[src/rtl/res_arb.sv]
// res_arb: frame-locked two-requester arbiter feeding the bias-add stage.
// Requester 0 is the local residual-split output and requester 1 is the
// incoming residual/merge stream. A grant covers FRAME_LEN vectors and
// alternates round-robin between frames. Beats drain through a one-entry
// registered output stage.
module res_arb #(
   parameter int FRAME_LEN = 16,
   parameter int QW        = 2,
   parameter int XW        = 8,
   parameter int CW        = $clog2(FRAME_LEN + 1)
) (
   input  logic                   clk,
   input  logic                   rstn,
   input  logic [QW-1:0][XW-1:0]  data_i0,
   input  logic                   valid_i0,
   output logic                   ready_o0,
   input  logic [QW-1:0][XW-1:0]  data_i1,
   input  logic                   valid_i1,
   output logic                   ready_o1,
   output logic [QW-1:0][XW-1:0]  data_o,
   output logic                   valid_o,
   input  logic                   ready_i,
   output logic                   src_o,
   output logic                   last_o,
   output logic                   busy_o
);

   typedef enum logic [1:0] {
      IDLE  = 2'd0,
      LOCK0 = 2'd1,
      LOCK1 = 2'd2
   } state_t;

   localparam logic [CW-1:0] LAST_CNT = CW'(FRAME_LEN - 1);

   state_t                 state_q, state_d;
   logic                   lastGrant_q, lastGrant_d;
   logic [CW-1:0]          count_q, count_d;
   logic [QW-1:0][XW-1:0]  data_q, data_d;
   logic                   valid_q, valid_d;
   logic                   src_q, src_d;
   logic                   last_q, last_d;

   logic                   slotFree;
   logic                   accept;
   logic                   acceptSrc;
   logic                   atLast;

   // Handshake decode: readies depend only on state and the output slot.
   always_comb begin
      slotFree  = ~valid_q | ready_i;
      ready_o0  = (state_q == LOCK0) & slotFree;
      ready_o1  = (state_q == LOCK1) & slotFree;
      acceptSrc = (state_q == LOCK1);
      accept    = (valid_i0 & ready_o0) | (valid_i1 & ready_o1);
      atLast    = (count_q == LAST_CNT);
   end

   // Arbitration, frame counting and the next value of the output stage.
   always_comb begin
      state_d     = state_q;
      lastGrant_d = lastGrant_q;
      count_d     = count_q;
      data_d      = data_q;
      valid_d     = valid_q;
      src_d       = src_q;
      last_d      = last_q;

      case (state_q)
         IDLE: begin
            if (valid_i0 & valid_i1) begin
               state_d = lastGrant_q ? LOCK0 : LOCK1;
            end else if (valid_i0) begin
               state_d = LOCK0;
            end else if (valid_i1) begin
               state_d = LOCK1;
            end
         end
         LOCK0, LOCK1: begin
            if (accept) begin
               if (atLast) begin
                  count_d     = '0;
                  lastGrant_d = acceptSrc;
                  state_d     = IDLE;
               end else begin
                  count_d = count_q + 1'b1;
               end
            end
         end
         default: state_d = IDLE;
      endcase

      if (accept) begin
         data_d  = acceptSrc ? data_i1 : data_i0;
         valid_d = 1'b1;
         src_d   = acceptSrc;
         last_d  = atLast;
      end else if (ready_i) begin
         valid_d = 1'b0;
      end
   end

   // State and output-stage registers; reset discards any partial frame.
   always_ff @(posedge clk or negedge rstn) begin
      if (!rstn) begin
         state_q     <= IDLE;
         lastGrant_q <= 1'b1;
         count_q     <= '0;
         data_q      <= '0;
         valid_q     <= 1'b0;
         src_q       <= 1'b0;
         last_q      <= 1'b0;
      end else begin
         state_q     <= state_d;
         lastGrant_q <= lastGrant_d;
         count_q     <= count_d;
         data_q      <= data_d;
         valid_q     <= valid_d;
         src_q       <= src_d;
         last_q      <= last_d;
      end
   end

   assign data_o  = data_q;
   assign valid_o = valid_q;
   assign src_o   = src_q;
   assign last_o  = last_q;
   assign busy_o  = (state_q != IDLE) | valid_q;

endmodule

[config.mk]
export PLATFORM = sky130hd
export DESIGN_NAME = res_arb
export DESIGN_NICKNAME = d
export VERILOG_FILES = /design/src/rtl/res_arb.sv
export SDC_FILE = /design/constraint.sdc
export NUM_CORES = 1
export LEC_CHECK = 0
export CAP_MARGIN = 20
export CORE_AREA = 4 4 60 62
export CTS_CLUSTER_SIZE = 40
export DETAILED_ROUTE_END_ITERATION = 8
export DIE_AREA = 0 0 64 66
export PLACE_DENSITY = 0.79
export SLEW_MARGIN = 30
export SYNTH_ARGS = -nofsm -noshare
export SYNTH_HDL_FRONTEND = slang
export SYNTH_SLANG_ARGS = --single-unit
export TNS_END_PERCENT = 1
[constraint.sdc]
create_clock -name clk -period 2.35 [get_ports clk]
set_input_delay 0.235 -clock clk [delete_from_list [all_inputs] [get_ports clk]]
set_output_delay 0.235 -clock clk [all_outputs]
set_load 0.005 [all_outputs]
Word level (Yosys, flattened, before mapping):

Cells that the tools add are included.

* register bits after elaboration: 27
* output and inout port bits: 22
* bits of input ports: 37
* word-level logic and storage cells: 42

* bitwise gates (word level): 9
* reduce and logical (&&, ||, !) cells: 7
* add/subtract/negate cells: 1
* multiplexer cells: 11
* eq/ne operators: 6

Operator list (number)
* $mux W16: 1
* $mux W2: 6
* $reduce_and A3 Y1: 2
* $add A5 B1 Y5 const B: 1
* $and A1 B1 Y1: 5
* $eq A5 B4 Y1 const B: 1
* $mux W5: 1
* $ne A2 B2 Y1 const B: 2
* $ne A4 B4 Y1 const B: 1
* $pmux W2 S2: 1
* $reduce_bool A2 Y1: 2
* $or A1 B1 Y1: 3
* $eq A2 B1 Y1 const B: 1
* $eq A2 B2 Y1 const B: 1
* $logic_not A2 Y1: 1
* $mux W1: 2
* $reduce_and A2 Y1: 1
* $reduce_or A2 Y1: 1
* $not A1 Y1: 1

Depth between registers and ports, before layout:

* depth after elaboration: 7
* gate-level depth with buffers: 8

Worst setup path after synthesis:

OpenSTA, ideal clock, no wires.

* path kind: register to register
* start: register state_q[0]
* end: register lastGrant_q
* stages on the path, launching flop included: 8
* slack: 0.735 ns
* arrival: 1.530 ns
* buffers on the path: 1
* clock period less this slack: 1.615 ns
* cell sequence: dfrtp_1 > inv_1 > ha_1 > a22o_4 > and2_1 > buf_4 > nand3_1 > mux2_1

* longest elaborated chain between the ends: 5
* elaborated cells on any way between the ends: 9
* classes of those cells: 2 x eq/ne; 5 x bitwise; 2 x reduce/logical

RTL lines
* from (decl): RTL line 36 `state_t state_q, state_d;`
* from (signal assigned): RTL line 114 `state_q <= state_d;`
* $eq A2 B2 Y1 *: RTL line 54 `acceptSrc = (state_q == LOCK1);`
* named net acceptSrc: RTL line 46 `logic acceptSrc;`
* $and A1 B1 Y1: RTL line 53 `ready_o1 = (state_q == LOCK1) & slotFree;`
* $and A1 B1 Y1: RTL line 55 `accept = (valid_i0 & ready_o0) | (valid_i1 & ready_o1);`
* $or A1 B1 Y1: RTL line 55
* $reduce_and A3 Y1 (no line)
* to (signal assigned): RTL line 115 `lastGrant_q <= lastGrant_d;`
* to (decl): RTL line 37 `logic lastGrant_q, lastGrant_d;`

The timed path passes the listed nets; every way through them passes the cells marked *.
A chain may end at the register's enable or synchronous reset.

Worst setup path after layout:

* start: register state_q[0]
* end: output port ready_o1

* longest elaborated chain between the ends: 2

RTL lines
* $eq A2 B2 Y1
* named net acceptSrc: RTL line 46
* $and A1 B1 Y1: RTL line 53
* to (decl): RTL line 19 `output logic ready_o1,`

The timed path passes the listed nets, and every way through them passes these cells.

==> run metrics <==
run status completed; sequential element share of the synthesized area 0.509; post-route insts no fill 228; FF-to-FF setup slack 0.55 ns; HPWL after DPL 2370 um; Final Wtd Congestion 0.832; first-pass GRT wire length 4830 um; Antenna diodes 0; IO Port Bufs 58; Placement Cell Area 0.00196 mm2; Crit Path Max Fanout 4; clk slew on worst S/H paths 0.14 ns; Overflow after GRT 0; Critical Path Source Type flop; Layout Nets 226; post_cts resized 0; post-DR wirelength/cell 12.8 um; share of cells above drive strength 1 0.0815; synthesized area per cell 10.8 um2; Post-Synth XOR/XNOR Area 0.00659; pwr/cell area 1050 mW/mm2; GR Util All Layers 0.142; compound-gate portion of the synthesized area 0.110; mux cell area share after synthesis 0.155; top-area cell type share of the netlist area 0.490; Cell Area, Synth 0.00133 mm2; Starting Density 0.439; clock skew 0.00871 ns; post-route ant nets 0; Synth Register Bits 27; Placed Instances 224; simple-gate share of the synthesized area 0.139; Commonest cells post-synth 26 x dfrtp_1, 18 x mux2i_1, 17 x nor2_1, 16 x a21oi_1, 5 x nand3_1; initial antenna violation count 0; critical path class reg2out; Post-synth EDFFs 0; worst vdd ir 0.000516 V; Util after Layout 0.657; Setup violations, final 0; Setup TNS 0 ns; area leader, netlist dfrtp_1; design area 0.00199 mm2; RSZ-0062 raised after global routing false; CTS Hold Bufs 0; DR vias 1110; vias in the first global route 1147; fill cell count 242; CTS sink count 27; fmax 519 MHz; Ys Warns 0; Area contributors post-synth dfrtp_1 49%, mux2i_1 14%, a21oi_1 6.0%, nor2_1 4.8%, ha_1 3.8%; vias per cell 4.87; Post-Syn Nets 164; largest net degree at the start of global routing 28; crit path launch state_q[0]; DRT Pass-1 Iters 4; CTS root buf clkbuf_4; die height 66 um; Post-Synth Adder-Cell Area 0.0377; minimum clock period 1.93 ns; Tot Pwr 2.09 mW; clk_lat worst skew 0.31 ns; Slew HR 0.759; final wirelength 2920 um; Hold Path Class in2async; drc violations 0; H-tree depth 1; Worst setup EP type output port; number of CTS-inserted buffers 3; Worst-Margin Slew 0.361 ns; Reg2Reg Depth 7; Async S/R FF share, synth 1.00; Die ar. 0.00422 mm2; endpoints failing hold 0; Die Width 64 um; CP arrival 1.69 ns; Yosys cell types 28; max-cap viol count 0; postcts setup bufs 0; CP endpoint ready_o1; main combinational cell family by area after synthesis multiplexers; CP required 2.12 ns; worst r2r src state_q[0]; iteration-0 DRC count of the detailed router 16; RR Endpoint data_o[7]; num rows 20; most common cell in the netlist dfrtp_1; post-synthesis cell count 123; CORE AREA 0.00303 mm2; clock tree from TritonCTS built; I/O pin count 59; synthesis-to-layout area growth 49.7%; Top FF cell, synth dfrtp_1; Final Max Slew Viols 0; Max Buffers Root-to-Sink 2; crit share post-route 0.821; Leakage 0.852 nW
==> sequential cells by signal, summed over array words and instances (netlist names) <==
| name | cells |
|---|---|
| state_q | 2 |
| count_q | 5 |
| src_o | 1 |
| lastGrant_q | 1 |
| last_o | 1 |
| valid_o | 1 |
| data_o | 16 |
==> per-layer routing <==
| layer | track usage | vias to the layer above | wire length, um | part of all wire |
|---|---|---|---|---|
| li1 | - | 546 | - | - |
| met1 | 0.169 | 522 | 1220 | 0.42 |
| met2 | 0.254 | 40 | 1470 | 0.50 |
| met3 | 0.0425 | 2 | 213 | 0.073 |
| met4 | 0.0243 | 0 | 14 | 0.0048 |
| met5 | 0 | - | 0 | 0 |
==> where the power goes <==
group | switching [mW] | internal (mW)
clock | 0.126 | 0.0635
combinational | 0.465 | 0.656
sequential | 0.122 | 0.657
==> cell usage in the layout (no fill, tap or decap), drive strengths merged <==
cell type,count
mux2i,18
a21o,1
a21oi,16
nor2b,1
nor2,17
and2,3
xnor2,1
and4b,1
clkbuf,3
a22o,2
nor3,1
clkdlybuf4s50,58
dfstp,1
nand2,4
o21ai,2
nand2b,4
o21a,1
ha,4
inv,4
dfrtp,26
o31ai,2
mux2,2
buf,5
nand3,6
clkinv,1
==> cell type report <==
type / instances / area, um2 / share of cell area
Clock buffer: 3 / 22.5 / 0.0113
Clock inverter: 1 / 5.00 / 0.00252
Inverter: 4 / 15.0 / 0.00755
Multi-Input combinational cell: 86 / 597 / 0.300
Sequential cell: 27 / 677 / 0.340
Tap cell: 44 / 55.1 / 0.0277
Timing Repair Buffer: 63 / 618 / 0.311
==> critical path, stage by stage (launching register included) <==
cell,delay (ns)
dfrtp_1,0.41
inv_1,0.10
ha_1,0.24
and2_1,0.14
clkdlybuf4s50_1,0.49
==> through the flow <==
step	hold slack, ns	setup slack [ns]
after floorplan	-0.0606	0.735
after global placement	0.464	0.590
after detailed placement	0.479	0.513
after CTS	0.287	0.395
after global routing	0.293	0.326
final	0.283	0.421
==> cell families (layout without fill, tap and decap cells) <==
family          Yosys count  after routing
buf+inv                  10             71
fa+ha+maj                 4              4
xor+xnor                  1              1
mux                      20             20
simple gates             37             37
flops                    27             27
compound gates           24             24
==> worst min-delay path by stage <==
stage               start    endpoint  slack (ns)
2_1_floorplan        rstn  count_q[0]       -0.06
3_3_place_gp   count_q[4]  count_q[4]        0.46
3_5_place_dp   count_q[4]  count_q[4]        0.48
4_1_cts              rstn  data_o[13]        0.29
5_1_grt              rstn  count_q[3]        0.29
6_report             rstn  data_o[12]        0.28
(Power assumes the default switching activity.)
